<file path="src/rtl/alu32_seq_shifter.sv">
// -----------------------------------------------------------------------------
// alu32_seq_shifter
//
// Iterative 32-bit shift unit (SLL / SRL / SRA / ROL) built around a 32-bit
// bit-reversal block.
//
// The core only ever shifts left, so right shifts use the bit-reversal block:
//   - On the way in, the operand is reversed, which turns a right shift into
//     a left shift.
//   - On the way out, the result is reversed again to restore bit order.
// The shift itself runs as a 5-step logarithmic shift, one stage per clock.
// Stage k shifts by 2^k when Shamt[k] is set.
//
// Latency is fixed. Start is sampled at edge N, the stages run at edges
// N+1..N+5, and Result/Done update at edge N+6.
//
// Ports:
//   Clk    in   1      clock, rising edge
//   Rst    in   1      asynchronous active-high reset
//   Start  in   1      operation request, sampled only in IDLE
//   Op     in   2      00 SLL, 01 SRL, 10 SRA, 11 ROL (sampled with Start)
//   A      in   WIDTH  operand (sampled with Start)
//   Shamt  in   5      shift amount 0..31 (sampled with Start)
//   Busy   out  1      high while an operation is in flight
//   Done   out  1      one-cycle pulse; Result is valid from this cycle
//   Result out  WIDTH  registered result, held until the next Done
// -----------------------------------------------------------------------------

// -----------------------------------------------------------------------------
// g_reverse: purely combinational bit-order reversal, q_o[i] = d_i[WIDTH-1-i].
//   d_i  in   WIDTH  input word
//   q_o  out  WIDTH  bit-reversed word
// -----------------------------------------------------------------------------
module g_reverse #(
   parameter int WIDTH = 32
) (
   input  logic [WIDTH-1:0] d_i,
   output logic [WIDTH-1:0] q_o
);

   for (genvar i = 0; i < WIDTH; i++) begin : g_bit
      assign q_o[i] = d_i[WIDTH-1-i];
   end

endmodule

module alu32_seq_shifter #(
   parameter int WIDTH = 32
) (
   input  logic             Clk,
   input  logic             Rst,
   input  logic             Start,
   input  logic [1:0]       Op,
   input  logic [WIDTH-1:0] A,
   input  logic [4:0]       Shamt,
   output logic             Busy,
   output logic             Done,
   output logic [WIDTH-1:0] Result
);

   typedef enum logic [1:0] {
      OP_SLL = 2'b00,
      OP_SRL = 2'b01,
      OP_SRA = 2'b10,
      OP_ROL = 2'b11
   } op_e;

   typedef enum logic [1:0] {
      S_IDLE   = 2'b00,
      S_SHIFT  = 2'b01,
      S_FINISH = 2'b10
   } state_e;

   // ---------------------------------------------------------------------------
   // State
   // ---------------------------------------------------------------------------
   state_e           state_q;
   logic [WIDTH-1:0] data_q;    // working shift register
   logic [2:0]       cnt_q;     // current stage index, 0..4
   op_e              op_q;      // latched operation
   logic [4:0]       shamt_q;   // latched shift amount
   logic             fill_q;    // value shifted into vacated LSBs
   logic             busy_q;
   logic             done_q;
   logic [WIDTH-1:0] result_q;

   // ---------------------------------------------------------------------------
   // Pre- and post-reversal around the shift core
   // ---------------------------------------------------------------------------
   logic [WIDTH-1:0] a_rev;
   logic [WIDTH-1:0] data_rev;

   g_reverse #(.WIDTH(WIDTH)) u_rev_pre (
      .d_i (A),
      .q_o (a_rev)
   );

   g_reverse #(.WIDTH(WIDTH)) u_rev_post (
      .d_i (data_q),
      .q_o (data_rev)
   );

   op_e  op_in;
   logic right_in;   // incoming request is a right shift
   logic right_q;    // in-flight operation is a right shift

   assign op_in    = op_e'(Op);
   assign right_in = (op_in == OP_SRL) || (op_in == OP_SRA);
   assign right_q  = (op_q  == OP_SRL) || (op_q  == OP_SRA);

   logic [WIDTH-1:0] data_load_d;    // value loaded into data_q on Start
   logic [WIDTH-1:0] result_d;       // value captured into Result at FINISH
   logic             fill_d;

   assign data_load_d = right_in ? a_rev : A;
   assign result_d    = right_q ? data_rev : data_q;
   // A right shift is done as a left shift of the reversed operand. Copies
   // of A[31] therefore land in the LSBs and become sign extension after the
   // final reversal.
   assign fill_d      = (op_in == OP_SRA) ? A[WIDTH-1] : 1'b0;

   // ---------------------------------------------------------------------------
   // Single-stage shifter: shift data_q left by 2^cnt_q when that bit of the
   // amount is set. For ROL the low source is data_q itself, so the bits that
   // leave at the top wrap into the bottom. Otherwise the low source is the
   // fill bit replicated.
   // ---------------------------------------------------------------------------
   logic [WIDTH-1:0] low_src;
   logic [WIDTH-1:0] shifted;
   logic             take;
   logic [WIDTH-1:0] data_d;

   assign low_src = (op_q == OP_ROL) ? data_q : {WIDTH{fill_q}};

   // NOTE: every output of this block gets a default first, so an unlisted
   // cnt_q value can never leave a path unassigned and infer a latch.
   always_comb begin
      shifted = data_q;
      take    = 1'b0;
      case (cnt_q)
         3'd0: begin
            shifted = {data_q[WIDTH-2:0],  low_src[WIDTH-1]};
            take    = shamt_q[0];
         end
         3'd1: begin
            shifted = {data_q[WIDTH-3:0],  low_src[WIDTH-1 -: 2]};
            take    = shamt_q[1];
         end
         3'd2: begin
            shifted = {data_q[WIDTH-5:0],  low_src[WIDTH-1 -: 4]};
            take    = shamt_q[2];
         end
         3'd3: begin
            shifted = {data_q[WIDTH-9:0],  low_src[WIDTH-1 -: 8]};
            take    = shamt_q[3];
         end
         3'd4: begin
            shifted = {data_q[WIDTH-17:0], low_src[WIDTH-1 -: 16]};
            take    = shamt_q[4];
         end
         default: begin
            shifted = data_q;
            take    = 1'b0;
         end
      endcase
      data_d = take ? shifted : data_q;
   end

   // ---------------------------------------------------------------------------
   // Control FSM with registered outputs. Done defaults low each edge and is
   // raised only in FINISH, so it forms a single-cycle pulse.
   // ---------------------------------------------------------------------------
   // NOTE: sequential state uses non-blocking assignments only, so every
   // register samples the pre-edge values and the update order within the
   // block does not matter.
   always_ff @(posedge Clk or posedge Rst) begin
      if (Rst) begin
         state_q  <= S_IDLE;
         data_q   <= '0;
         cnt_q    <= '0;
         op_q     <= OP_SLL;
         shamt_q  <= '0;
         fill_q   <= 1'b0;
         busy_q   <= 1'b0;
         done_q   <= 1'b0;
         result_q <= '0;
      end else begin
         done_q <= 1'b0;
         case (state_q)
            S_IDLE: begin
               if (Start) begin
                  data_q  <= data_load_d;
                  op_q    <= op_in;
                  shamt_q <= Shamt;
                  fill_q  <= fill_d;
                  cnt_q   <= '0;
                  busy_q  <= 1'b1;
                  state_q <= S_SHIFT;
               end
            end

            S_SHIFT: begin
               data_q <= data_d;
               cnt_q  <= cnt_q + 3'd1;
               if (cnt_q == 3'd4) begin
                  state_q <= S_FINISH;
               end
            end

            S_FINISH: begin
               result_q <= result_d;
               done_q   <= 1'b1;
               busy_q   <= 1'b0;
               state_q  <= S_IDLE;
            end

            default: begin
               state_q <= S_IDLE;
               busy_q  <= 1'b0;
            end
         endcase
      end
   end

   assign Busy   = busy_q;
   assign Done   = done_q;
   assign Result = result_q;

endmodule

</file>
<file path="config.mk">
export PLATFORM = sky130hd
export DESIGN_NAME = alu32_seq_shifter
export DESIGN_NICKNAME = d
export VERILOG_FILES = /design/src/rtl/alu32_seq_shifter.sv
export SDC_FILE = /design/constraint.sdc
export NUM_CORES = 1
export LEC_CHECK = 0
export ABC_AREA = 1
export CAP_MARGIN = 20
export CORE_ASPECT_RATIO = 0.6
export CORE_MARGIN = 1
export CORE_UTILIZATION = 35
export CTS_CLUSTER_SIZE = 8
export DETAILED_ROUTE_END_ITERATION = 6
export MAX_ROUTING_LAYER = met4
export SLEW_MARGIN = 30
export SYNTH_ARGS = -nofsm -noshare
export SYNTH_HDL_FRONTEND = slang
export SYNTH_HIERARCHICAL = 1
export SYNTH_SLANG_ARGS = --single-unit
</file>
<file path="constraint.sdc">
create_clock -name Clk -period 3.44 [get_ports Clk]
set_clock_uncertainty 0.2 [all_clocks]
set_input_delay 0.688 -clock Clk [delete_from_list [all_inputs] [get_ports Clk]]
set_output_delay 0.688 -clock Clk [all_outputs]
set_load 0.02 [all_outputs]
</file>
==> impl_results.md, run 1 <==
- IO Port Bufs: 75
- Top cells by area, synth: dfrtp_1 (32%), nand2_1 (28%), nor2_1 (8.9%)
- Initial antenna violation count: 0
- Num CTS Buffers: 9
- Total chip power: 0.00795 W
- Mapped cell area: 6130 um^2
- Vias: 6238
- Yosys cell types: 20
- Reg2Reg Setup Slack: 0.69 ns
- Drt pass-1 iters: 5
- Ports: 76
- Synth Warn #: 6
- Post-CTS Setup Inserts: 0
- Sequential share of the synthesized area: 32.3%
- # resized after CTS: 0
- CP Capture Type: flip-flop
- Top cells by count, synth: nand2_1 (452), nor2_1 (145), dfrtp_1 (79)
- Crit Reg-Reg Startpoint: cnt_q[0]
- DR iter-0 viols: 724
- Critical Path Start: cnt_q[0]
- Global-route wire length before repair: 32.9 mm
- Final hold vios: 0
- Routed Antenna Nets: 0
- Height of the die: 104 um
- DP HPWL: 15.2 mm
- Area of the multi-input gates: 3160 um^2
- Syn Inst Count: 1031
- WL per Instance: 16.4 um
- Max Slew Vio Count: 0
- Rel. slew slack: 40.7%
- P_leak: 3.57 nW
- Number of cell rows: 37
- Main flop type after synthesis: dfrtp_1
- Die area: 18100 um^2
- Fillers: 1860
- Clk sinks: 79
- CP Max Fanout: 14
- RSZ-0062 raised after global routing: no
- Crit path DAT: 2.78 ns
- Initial Utilization: 35.8%
- #FFs+latches synth: 79
- Final worst-path cycle share: 80.0%
- CTS tree: yes
- Leading area contributor after synthesis: dfrtp_1
- Syn nets: 1080
- Power density over the cells: 1150 nW/um^2
- Async set or reset register ratio after synthesis: 100%
- Sequential cell area: 1980 um^2
- Share of the synthesized area in the top cell type: 32.3%
- Number of global-route vias before repair: 5626
- Worst skew pair latency: 0.34 ns
- Util after Layout: 40.4%
- Post-route cell area: 6920 um^2
- Worst-path clk slew: 0.06 ns
- Status: complete, no violations
- Hold Startpoint: Busy
- All-Layer GR Usage: 24.3%
- Most frequent cell after synthesis: nand2_1
- Measured slew at the worst slew-check pin: 0.885 ns
- Final WS setup: 0.689 ns
- Mean Syn Cell Area: 5.94 um^2
- Final WL: 20.6 mm
- Maxcap violations: 0
- CP Launch Type: flip-flop
- Final setup fails: 0
- Reg-to-reg endpoint: data_q[19]
- Final Net Count: 1066
- Core Area: 17100 um^2
- Largest net degree at the start of global routing: 41
- Via density: 4.97
- Area growth syn-to-layout: 12.9%
- H-tree level count: 3
- CP required: 3.47 ns
- CTS max path bufs: 2
- RePlAce Congestion: 0.955
- Tmin final: 2.75 ns
- CP Capture Point: data_q[19]
- Die width: 173 um
- Post-route setup TNS: 0 ns
- Share of cells above drive strength 1: 4.21%
- Dpl ws: 0.563 ns
- Kind of critical path: flip-flop to flip-flop
- Residual DRC: 0
- Placed Area: 6620 um^2
- Post-CTS Hold Fix Bufs: 0
- Remaining Overflow, GRT: 0
- Worst vdd ir: 377 uV
- Worst hold path class: flip-flop to flip-flop
- Root Driver: clkbuf_16
- Worst reg-to-reg path cell count: 11
- EDFF count, synth: 0
- Diode count: 0
- Fmax: 0.364 GHz
through the flow:
step | cells | hold WS (ns)
6_report | 1255 | 0.289
5_1_grt | 1255 | 0.309
4_1_cts | 1255 | 0.290
3_5_place_dp | 1240 | 0.275
3_3_place_gp | 1240 | 0.274
2_1_floorplan | 1031 | 0.249
worst max-delay path, stage by stage (launching register included):
cell and delay [ns]:
dfrtp_1 0.46, inv_1 0.09, ha_1 0.32, o21ai_2 0.34
nand2_1 0.41, buf_4 0.33, o21bai_1 0.13, inv_1 0.05
nand2_1 0.11, nand2_1 0.06, nand2_1 0.05, nand2_1 0.06
final cells by class:
| type | count | share of cell area, % |
|---|---|---|
| well taps | 234 | 4.23 |
| repair buffers | 93 | 13.0 |
| inverters | 79 | 4.30 |
| multi-input cells | 755 | 45.6 |
| flip-flops and latches | 79 | 28.6 |
| clock inverters | 3 | 0.615 |
| clock buffers | 12 | 3.71 |
power by group:
| part | internal (W) | total [W] | switching [W] | leakage, nW |
|---|---|---|---|---|
| combinational | 0.00163 | 0.00486 | 0.00323 | 2.48 |
| clock | 0.000597 | 0.000999 | 0.000401 | 0.145 |
| sequential | 0.00138 | 0.00209 | 0.000717 | 0.947 |
| total | 0.00360 | 0.00795 | 0.00435 | 3.57 |
how the worst min path moves through the flow:
stage | cells after the start | endpoint | slack [ns]
2_1_floorplan | 2 | shamt_q[2] | 0.25
6_report | 2 | Busy | 0.29
4_1_cts | 2 | op_q[1] | 0.29
5_1_grt | 2 | op_q[1] | 0.31
3_3_place_gp | 2 | Busy | 0.27
3_5_place_dp | 2 | op_q[1] | 0.27
cell families after synthesis:
family	share of synthesized area (%)
flops	32.3
fa+ha+maj	1.43
compound gates	9.23
simple gates	40.7
buf+inv	16.4
cells in the final DEF (no fill, tap or decap):
cell	netlist	final
a21oi_2	1	1
inv_2	4	4
o21ai_2	1	1
bufinv_16	0	1
clkbuf_1	33	1
clkbuf_16	0	9
nand2_2	2	2
clkdlybuf4s50_1	0	75
o22ai_1	1	1
nand2_1	452	452
nor2_2	1	1
clkbuf_8	0	2
nand3_1	47	47
dfrtp_1	79	79
buf_4	64	17
nor2_4	0	1
clkinv_1	0	1
a31oi_1	33	33
clkinv_2	0	2
clkinvlp_4	0	1
ha_1	7	7
buf_12	0	1
inv_1	75	73
o21ai_1	4	4
nor2_1	145	144
o21ai_0	57	57
o21bai_1	4	4
layer usage:
layer / share of wire, % / routed length (um) / track usage (%) / vias up
met5: 0 / 0 / - / -
met4: 0.95 / 196 / 4.49 / 0
met3: 12 / 2510 / 7.75 / 20
met2: 35 / 7290 / 29.4 / 317
met1: 51 / 10600 / 37.8 / 2817
li1: - / - / - / 3084
flip-flops by register name, summed over array words and instances, names as in the netlist:
signal and flops:
cnt_q 3, state_q 2, op_q 2, Result 32, fill_q 1, Done 1, Busy 1, shamt_q 5
data_q 32
No activity file was read; power rests on OpenSTA's default activity.
==> inputs of run 2 (changes only) <==
- clock period: 3.44 -> 2.85 ns (I/O delays scaled with it)
==> impl_results.md, run 2 (synthesis gave the netlist of run 1 again) <==
- Net Switching: 0.00530 W (+22%)
- Num CTS Buffers: 9 (unchanged)
- Crit path DAT: 2.53 ns (-0.25 ns)
- Initial antenna violation count: 0 (unchanged)
- H-tree level count: 3 (unchanged)
- Root Driver: clkbuf_16
- Residual DRC: 0 (unchanged)
- Remaining Overflow, GRT: 0 (unchanged)
- Power density over the cells: 1410 nW/um^2 (+23%)
- Clock power share: 13.5% (+0.9 points)
- All-Layer GR Usage: 24.2% (-0.092 points)
- Post-route setup TNS: 0 ns (unchanged)
- Final worst-path cycle share: 86.1%
- CP Capture Type: flip-flop
- P_leak: 3.65 nW (+2.4%)
- Share of cells above drive strength 1: 4.96% (+0.75 points)
- Commonest non-fill, non-tap cell in the layout: nand2_1
- CTS tree: yes
- DR iter-0 viols: 831 (+15%)
- Number of cell rows: 37 (unchanged)
- Max Slew Vio Count: 0 (unchanged)
- Worst reg-to-reg path cell count: 13 (+2)
- Total chip power: 0.0100 W (+26%)
- Post-CTS Hold Fix Bufs: 0 (unchanged)
- Height of the die: 104 um (unchanged)
- Worst skew pair latency: 0.34 ns (about the same)
- Diode count: 0 (unchanged)
- Dpl ws: 0.0844 ns (-0.478 ns)
- Hold path depth: 2 (unchanged)
- Global-route wire length before repair: 32.7 mm (-0.76%)
- Ports: 76 (unchanged)
- Final WL: 20.9 mm (+1.4%)
- Crit Reg-Reg Startpoint: cnt_q[0]
- Met2 WL post-DR: 7.62 mm (+4.5%)
- WL per Instance: 16.5 um (+0.80%)
- Worst-path clk slew: 0.06 ns (about the same)
- Final hold vios: 0 (unchanged)
- CTS max path bufs: 2 (unchanged)
- Routed Antenna Nets: 0 (unchanged)
- Clk sinks: 79 (unchanged)
- Switching part of the total: 53.0% (-1.7 points)
- Area growth syn-to-layout: 15.8%
- Reg-to-reg endpoint: data_q[7]
- Fmax: 0.407 GHz
- CP required: 2.93 ns (-0.54 ns)
- Drt pass-1 iters: 7 (+2)
- Largest net degree at the start of global routing: 80 (+95%)
- DR top layer: met4
- Int Power: 0.00471 W (+31%)
- CP Launch Type: input port
- Number of global-route vias before repair: 5554 (-1.3%)
- Vias: 6243 (+0.080%)
- Seq pwr share: 25.1% (-1.2 points)
- Sequential cell area: 1980 um^2 (unchanged)
- Reg2Reg Setup Slack: 0.50 ns (-0.19 ns)
- IO Port Bufs: 75 (unchanged)
- Core Area: 17100 um^2 (unchanged)
- Worst hold path class: flip-flop to flip-flop
- Initial Utilization: 35.8% (unchanged)
- DP HPWL: 15.1 mm (-0.37%)
- Tmin final: 2.46 ns
- CP Max Fanout: 26 (+12)
- Post-CTS Setup Inserts: 0 (unchanged)
- Met3 routed WL: 2.24 mm (-11%)
- Measured slew at the worst slew-check pin: 0.772 ns (-0.113 ns)
- Commonest non-fill, non-tap cells in the layout: nand2_1 (452), nor2_1 (144), dfrtp_1 (79)
- Area of the multi-input gates: 3160 um^2 (unchanged)
- Kind of critical path: input port to flip-flop
- Status: complete, no violations
- Final setup fails: 0 (unchanged)
- M1 WL: 10.8 mm (+2.1%)
- Die width: 173 um (unchanged)
- RePlAce Congestion: 0.932 (-2.4%)
- # resized after CTS: 0 (unchanged)
- WHS Endpoint: Busy
- Hold Startpoint: Busy
- Final WS setup: 0.395 ns (-0.294 ns)
- Combinational power share: 61.4% (+0.3 points)
- Fillers: 1854 (-0.32%)
- Worst vdd ir: 511 uV (+36%)
- Die area: 18100 um^2 (unchanged)
- RSZ-0062 raised after global routing: no
- Via density: 4.95 (-0.47%)
- Maxcap violations: 0 (unchanged)
- Rel. slew slack: 48.5% (+7.8 points)
- Final Net Count: 1073 (+0.66%)
[run 2: cell types whose count changed in the layout (fill, tap and decap cells not counted), sizes merged]
cell,change
buf,+7
bufinv,+2
clkbuf,-2
clkinv,-1
inv,+1
[run 2: worst max path at each step]
| stage | slack (ns) | endpoint | cells after the start | start |
|---|---|---|---|---|
| after CTS | 0.43 | data_q[7] | 9 | Op[0] |
| after detailed placement | 0.08 | data_q[7] | 9 | Op[0] |
| after global routing | 0.20 | data_q[7] | 9 | Op[0] |
| after global placement | 0.11 | data_q[24] | 9 | Op[0] |
| final | 0.39 | data_q[7] | 9 | Op[0] |
| after floorplan | 0.06 | Busy | 1 | Rst |
[run 2: cell type report]
type | instances | share of cell area, %
Timing Repair Buffer | 100 | 14.5
Clock inverter | 5 | 1.50
Clock buffer | 10 | 3.37
Inverter | 79 | 4.20
Sequential cell | 79 | 27.9
Multi-Input combinational cell | 755 | 44.5
Tap cell | 234 | 4.13
[run 2: routing by layer]
metal  vias up  track usage, %
li1       3085               -
met1      2805            38.7
met2       330            29.2
met3        23            6.29
met4         0            4.36
met5         -               -
[run 2: power by group through the flow]
stage | combinational (W) | sequential, W | clock, W
floorplan | 0.00407 | 0.00237 | 0
global placement | 0.00603 | 0.00248 | 0
detailed placement | 0.00603 | 0.00249 | 0
CTS | 0.00606 | 0.00247 | 0.00138
global route | 0.00683 | 0.00257 | 0.00143
finish | 0.00615 | 0.00251 | 0.00135
[run 2: through the flow]
step / hold WS [ns] / area [um^2] / std cells / util [%]
after global routing: 0.299 / 7090 / 1262 / 41.4
after floorplan: 0.249 / 6130 / 1031 / -
after global placement: 0.265 / 6750 / 1247 / 39.4
after CTS: 0.285 / 7090 / 1262 / 41.4
after detailed placement: 0.271 / 6750 / 1247 / 39.4
final: 0.276 / 7090 / 1262 / 41.4
[run 2: critical path: stages]
cell and delay [ns]:
clkdlybuf4s50_1 0.45, inv_1 0.05, ha_1 0.30, inv_1 0.57, buf_4 0.26, o21ai_0 0.13
nand2_1 0.09, nand2_1 0.05, nand2_1 0.06
==> inputs of run 3 (changes only) <==
==> constraint.sdc (replaced) <==
create_clock -name Clk -period 2.85 [get_ports Clk]
set_clock_uncertainty 0.2 [all_clocks]
set_input_delay 0.7125 -clock Clk [delete_from_list [all_inputs] [get_ports Clk]]
set_output_delay 0.7125 -clock Clk [all_outputs]
set_load 0.02 [all_outputs]
==> impl_results.md, run 3 (synthesis gave the netlist of run 1 again) <==
- Status: complete, no violations
- Die area: 18100 um^2 (unchanged)
- Ports: 76 (unchanged)
- CP Capture Type: flip-flop
- Max Slew Vio Count: 0 (unchanged)
- Area growth syn-to-layout: 14.7%
- Reg2Reg Setup Slack: 0.47 ns (-0.03 ns)
- Clock power share: 11.9% (-1.6 points)
- Number of cell rows: 37 (unchanged)
- Worst vdd ir: 453 uV (-11%)
- Seq pwr share: 25.8% (+0.7 points)
- Final Non-Filler Cells: 1261 (-0.079%)
- Dpl ws: -0.0252 ns (-0.110 ns)
- H-tree level count: 3 (unchanged)
- Global-route wire length before repair: 33.0 mm (+1.2%)
- Share of cells above drive strength 1: 4.78% (-0.19 points)
- # resized after CTS: 0 (unchanged)
- Combinational power share: 62.3% (+0.9 points)
- Final worst-path cycle share: 88.4% (+2.3 points)
- Clk sinks: 79 (unchanged)
- Tmin final: 2.52 ns (+0.0649 ns)
- RSZ-0062 raised after global routing: no
- Largest net degree at the start of global routing: 80 (unchanged)
- Final WS setup: 0.330 ns (-0.0649 ns)
- Commonest non-fill, non-tap cell in the layout: nand2_1
- CTS tree: yes
- Residual DRC: 0 (unchanged)
- Vias: 6200 (-0.69%)
- DP HPWL: 15.2 mm (+0.63%)
- CTS max path bufs: 2 (unchanged)
- Switching part of the total: 54.1% (+1.1 points)
- DR iter-0 viols: 819 (-1.4%)
- Maxcap violations: 0 (unchanged)
- Crit Reg-Reg Startpoint: cnt_q[0]
- Final hold vios: 0 (unchanged)
- Initial antenna violation count: 0 (unchanged)
- Met2 WL post-DR: 7.44 mm (-2.3%)
- Post-route cell area: 7030 um^2 (-0.95%)
- Via density: 4.92 (-0.61%)
- Met3 routed WL: 2.02 mm (-9.7%)
- Measured slew at the worst slew-check pin: 0.695 ns (-0.0768 ns)
- Initial Utilization: 35.8% (unchanged)
- CP Max Fanout: 23 (-12%)
- Post-CTS Hold Fix Bufs: 0 (unchanged)
- Worst-path clk slew: 0.06 ns (about the same)
- Post-CTS Setup Inserts: 0 (unchanged)
- CP Capture Point: data_q[3]
- Reg-to-reg endpoint: data_q[29]
- Worst skew pair latency: 0.34 ns (about the same)
- Drt pass-1 iters: 5 (-2)
- Crit path DAT: 2.60 ns (+0.07 ns)
- Final Net Count: 1071 (-0.19%)
- Number of instances in the placed design: 1245 (-0.16%)
- IO Port Bufs: 75 (unchanged)
- Num CTS Buffers: 9 (unchanged)
- Die width: 173 um (unchanged)
- Core Area: 17100 um^2 (unchanged)
- Critical Path Start: Op[0]
- CP required: 2.93 ns (about the same)
- Remaining Overflow, GRT: 0 (unchanged)
- Kind of critical path: input port to flip-flop
- All-Layer GR Usage: 24.7% (+0.44 points)
- Final WL: 20.8 mm (-0.56%)
- Worst reg-to-reg path cell count: 11 (-2)
- CP Launch Type: input port
- P_leak: 3.62 nW (-0.92%)
- M1 WL: 11.1 mm (+2.3%)
- RePlAce Congestion: 0.995 (+6.7%)
- Number of global-route vias before repair: 5527 (-0.49%)
- Int Power: 0.00449 W (-4.7%)
- Height of the die: 104 um (unchanged)
- Final setup fails: 0 (unchanged)
- Root Driver: clkbuf_16
- Fmax: 0.397 GHz (-2.6%)
- Routed Antenna Nets: 0 (unchanged)
- DR top layer: met4
- Total chip power: 0.00978 W (-2.3%)
- Hold Worst Slack: 0.286 ns (+0.00915 ns)
- Commonest non-fill, non-tap cells in the layout: nand2_1 (452), nor2_1 (144), dfrtp_1 (79)
- WL per Instance: 16.5 um (-0.48%)
- Rel. slew slack: 53.6% (+5.1 points)
- Net Switching: 0.00529 W (-0.27%)
- Placed Area: 6740 um^2 (-0.19%)
- Worst hold path class: flip-flop to flip-flop
- Power density over the cells: 1390 nW/um^2 (-1.4%)
run 3: final cells by class:
type | count | area (um^2)
diodes | 1 | 2.50
clock buffers | 9 | 225
clock inverters | 6 | 62.6
fillers | 1859 | 10100
inverters | 79 | 300
multi-input cells | 755 | 3160
flip-flops and latches | 79 | 1980
well taps | 234 | 293
repair buffers | 98 | 1010
run 3: worst min path at each step:
stage,startpoint,endpoint,cells past startpoint
global placement,shamt_q[3],shamt_q[3],2
floorplan,shamt_q[2],shamt_q[2],2
finish,shamt_q[3],shamt_q[3],2
global route,shamt_q[0],shamt_q[0],2
CTS,shamt_q[3],shamt_q[3],2
detailed placement,Busy,Busy,2
run 3: per-stage QoR:
| stage | utilization, % | TNS, ns |
|---|---|---|
| global placement | 39.3 | -0.0322 |
| global route | 41.0 | 0 |
| CTS | 41.0 | 0 |
| finish | 41.0 | 0 |
| floorplan | - | 0 |
| detailed placement | 39.3 | -0.106 |
run 3: worst max-delay path, stage by stage:
cell	delay, ns
clkdlybuf4s50_1	0.45
inv_1	0.05
ha_1	0.29
buf_4	0.27
nor2_1	0.11
nor2_1	0.25
o21ai_0	0.15
buf_4	0.17
nand2_1	0.05
nand2_1	0.04
nand2_1	0.05
run 3: routing by layer:
metal | vias to the layer above | GRT usage (%)
li1 | 3087 | -
met1 | 2810 | 39.9
met2 | 285 | 29.8
met3 | 18 | 5.48
met4 | 0 | 4.42
met5 | - | -
run 3: power by group through the flow:
stage	Combinational (W)	Clock [W]	Sequential, W
5_1_grt	0.00685	0.00122	0.00258
3_5_place_dp	0.00598	0	0.00250
3_3_place_gp	0.00599	0	0.00249
2_1_floorplan	0.00407	0	0.00237
4_1_cts	0.00600	0.00118	0.00248
6_report	0.00609	0.00117	0.00252
==> variant 1: new RTL, flow settings as in run 1 <==
`WIDTH` is set to 32 in 2 places; all go to 64.
--- a/src/rtl/alu32_seq_shifter.sv
+++ b/src/rtl/alu32_seq_shifter.sv
@@ -32,7 +32,7 @@
 //   q_o  out  WIDTH  bit-reversed word
 // -----------------------------------------------------------------------------
 module g_reverse #(
-   parameter int WIDTH = 32
+   parameter int WIDTH = 64
 ) (
    input  logic [WIDTH-1:0] d_i,
    output logic [WIDTH-1:0] q_o
@@ -45,7 +45,7 @@
 endmodule
 
 module alu32_seq_shifter #(
-   parameter int WIDTH = 32
+   parameter int WIDTH = 64
 ) (
    input  logic             Clk,
    input  logic             Rst,
Interface: changed (resized A and Result); port bits go from 76 to 140. The function was not compared with the original's and may differ.
==> variant 1 against run 1 <==
Worst setup slack gained 0.18 ns; clock power up 110%; wire length increased by 100%; largest cell class unchanged; critical path type unchanged; design area increased by 82%; synthesized area up 81%; combinational power rose by 84%; sequential cell count rose by 64; total power rose by 89%; global-route usage up 2.7 points; highest routed layer unchanged.
==> variant 1: results (changes against run 1) <==
Top post-synthesis cells by count: nand2_1, nor2_1, o21ai_0
Avg Cell Area, Syn: 6.00 sq um (+0.94%)
Worst hold slack: 0.292 ns (+0.00265 ns)
Largest net degree at the start of global routing: 122 (+200%)
PortBufs: 139 (+85%)
Total CTS buffers: 17 (+8)
Max-slew headroom: 50.1% (+9.4 points)
Delay of the slowest cell on the worst path: 0.42 ns (-0.04 ns)
Dpl cell area: 0.0119 sq mm (+80%)
Fillers: 3309 (+78%)
Worst-path fanout max: 32 (+18)
Worst hold start: op_q[1]
Final WL: 41.9 mm (+100%)
Vias in the first global route: 10100 (+79%)
Lkg Pwr: 0.00615 uW (+72%)
Worst Hold End: op_q[1]
Outcome: finished, final reports clean
Layout cells sized above 1: 3.98% (-0.24 points)
Post-DP HPWL: 29.8 mm (+96%)
Unique masters post-synth: 21 (+5.0%)
H-Tree Level Count: 4 (+1)
Seq/Total Area, Yosys: 32.2% (-0.054 points)
Fin cells: 2227 (+77%)
Depth of the most critical reg-to-reg path: 12 (+1)
Routed vias/inst: 5.14 (+3.5%)
RR Endpoint: data_q[41]
RD Place Congestion: 0.934 (-2.2%)
CP delay by family, top: buffers and inverters
Flop2flop setup slack: 0.87 ns (+0.18 ns)
Peak supply drop: 0.751 mV (+100%)
Sw Pwr: 8250 uW (+90%)
Placement Setup Slack: 0.552 ns (-0.0105 ns)
WP data arrival: 2.71 ns (-0.07 ns)
Clock power frac: 14.0% (+1.4 points)
Sequential Power: 4000 uW (+91%)
PostCTS Resize Cnt: 0 (unchanged)
Reg power frac: 26.6% (+0.3 points)
Synthesized Nets: 1933 (+79%)
GRT Total Usage: 27.0% (+2.7 points)
variant 1: per-layer routing:
| metal | track usage (%) | routed length (um) | vias to the layer above | part of all wire, % |
|---|---|---|---|---|
| li1 | - | - | 5515 | - |
| met1 | 44.6 | 21600 | 5257 | 52 |
| met2 | 29.4 | 14100 | 657 | 34 |
| met3 | 8.92 | 5900 | 24 | 14 |
| met4 | 4.81 | 293 | 0 | 0.70 |
| met5 | - | 0 | - | 0 |
variant 1: final cells by class:
cell class,instances,share of cell area [%]
multi-input cells,1330,44.6
flip-flops and latches,143,28.4
repair buffers,161,13.3
inverters,146,4.41
well taps,416,4.14
clock buffers,18,3.49
clock inverters,13,1.69
variant 1: logic make-up (layout without fill, tap and decap cells):
family / after synthesis / in the layout / share of synthesized area, %
flip-flops: 143 / 143 / 32.2
buffers and inverters: 379 / 338 / 17.6
AND/OR/NAND/NOR: 1026 / 1026 / 35.1
adder cells (fa/ha/maj): 7 / 7 / 0.788
AO/OA/AOI/OAI: 297 / 297 / 14.3
==> variant 2: new RTL, config.mk and constraints of run 1 <==
Without the edit above. Make the reset (`Rst`) synchronous in one clocked block. Comments in the files are not updated.
--- a/src/rtl/alu32_seq_shifter.sv
+++ b/src/rtl/alu32_seq_shifter.sv
@@ -173,7 +173,7 @@
    // NOTE: sequential state uses non-blocking assignments only, so every
    // register samples the pre-edge values and the update order within the
    // block does not matter.
-   always_ff @(posedge Clk or posedge Rst) begin
+   always_ff @(posedge Clk) begin
       if (Rst) begin
          state_q  <= S_IDLE;
          data_q   <= '0;
Check against the original RTL: differs if Rst is asserted again (counterexample within 4 cycles, from zero or initial values and one cycle with Rst high); with Rst held inactive, the same outputs for 10 cycles.
==> variant 2 against run 1 <==
The flow now finishes with violations (design-rule violations); count of clock-buffer cells in the layout is 1 lower; sequential cell count stayed put; global-route usage is 1.4 points lower; design area is 1.7% lower; synthesized area is 0.18% higher; worst setup slack better by 0.33 ns; utilization is 0.68 points lower; wire length is 3.1% lower; maximum frequency is 13% higher.
Power is not compared: it rests on default switching activity, and its combinational part moved more than twofold at a synthesized area within 25%.
==> variant 2: results (changes against run 1) <==
Outcome: finished, violations left
Failing checks: design-rule violations
Worst-path fanout max: 33 (+19)
First-pass iteration count of the detailed router: 7 (+2)
PortBufs: 75 (unchanged)
Synthesized Nets: 1119 (+3.6%)
Clock Latency Late Sink: 0.35 ns
Fin cells: 1282 (+2.2%)
Unique masters post-synth: 26 (+30%)
Post-DP HPWL: 13.9 mm (-8.3%)
Async SR Flop Fraction: 0% (-100 points)
Worst-Margin Slew: 0.898 ns (+0.0132 ns)
First-pass GRT wire length: 31.9 mm (-3.0%)
Dominant cells by area after synthesis: dfxtp_1, nand2_1, nor2_1
Top post-synthesis cells by count: nand2_1, nor2_1, nand3_1
Top_reg_cell synth: dfxtp_1
# placed instances: 1266 (+2.1%)
Detailed Route Iter0 Violations: 608 (-16%)
Routed vias/inst: 4.99 (+0.47%)
Remaining DRCs: 2 (+2)
Placement Setup Slack: 0.752 ns (+0.189 ns)
Clk root buf: clkbuf_16
Layout cells sized above 1: 4.96% (+0.75 points)
RD Place Congestion: 0.975 (+2.1%)
WP data arrival: 2.45 ns (-0.33 ns)
Post-Synthesis Cells: 1070 (+3.8%)
GRT Total Usage: 23.0% (-1.4 points)
Seq/Total Area, Yosys: 25.8% (-6.5 points)
Final WL: 20.0 mm (-3.1%)
Largest net degree at the start of global routing: 52 (+27%)
Vias in the first global route: 5678 (+0.92%)
## variant 2: logic make-up after synthesis
kind of cell    Yosys count  share of synthesized area (%)
compound gates          171                           14.8
flops                    79                           25.8
simple gates            611                           40.4
fa+ha+maj                 7                           1.43
buf+inv                 202                           17.6
## variant 2: worst paths after layout
path,startpoint,depth (start not counted),slack [ns],endpoint
worst max-delay path,op_q[1],5,1.02,Result[6]
worst min-delay path,Busy,2,0.26,Busy
worst max register to register,op_q[1],5,1.02,Result[6]
worst min register to register,Busy,2,0.26,Busy
## variant 2: worst max-delay path, cell delays in order (launching register included)
cell	delay, ns
dfxtp_1	0.32
ha_1	0.27
buf_4	0.32
clkinv_1	0.80
nand2_1	0.28
a21oi_1	0.09
## variant 2: cell type report
cell class,instances,area (sq um)
Timing Repair Buffer,94,906
Tap cell,234,293
Clock inverter,5,31.3
Multi-Input combinational cell,789,3480
Clock buffer,11,253
Sequential cell,79,1580
Inverter,70,263
Fill cell,1869,10300
## variant 2: metrics by stage
step,utilization (%),area [sq um]
3_3_place_gp,38.1,6520
2_1_floorplan,-,6140
4_1_cts,39.7,6800
5_1_grt,39.7,6800
3_5_place_dp,38.1,6520
6_report,39.7,6800
## variant 2: power breakdown
group	internal [uW]	total (uW)	switching, uW	leakage (uW)
sequential	980	1120	141	0.000647
clock	528	946	418	0.000142
combinational	262	738	476	0.00246
## variant 2: layer usage
| layer | GRT usage, % | vias to the layer above | wire length (um) |
|---|---|---|---|
| met2 | 31.9 | 235 | 8150 |
| met1 | 34.1 | 2891 | 10100 |
| met5 | - | - | 0 |
| li1 | - | 3258 | - |
| met4 | 4.87 | 0 | 197 |
| met3 | 3.97 | 18 | 1480 |
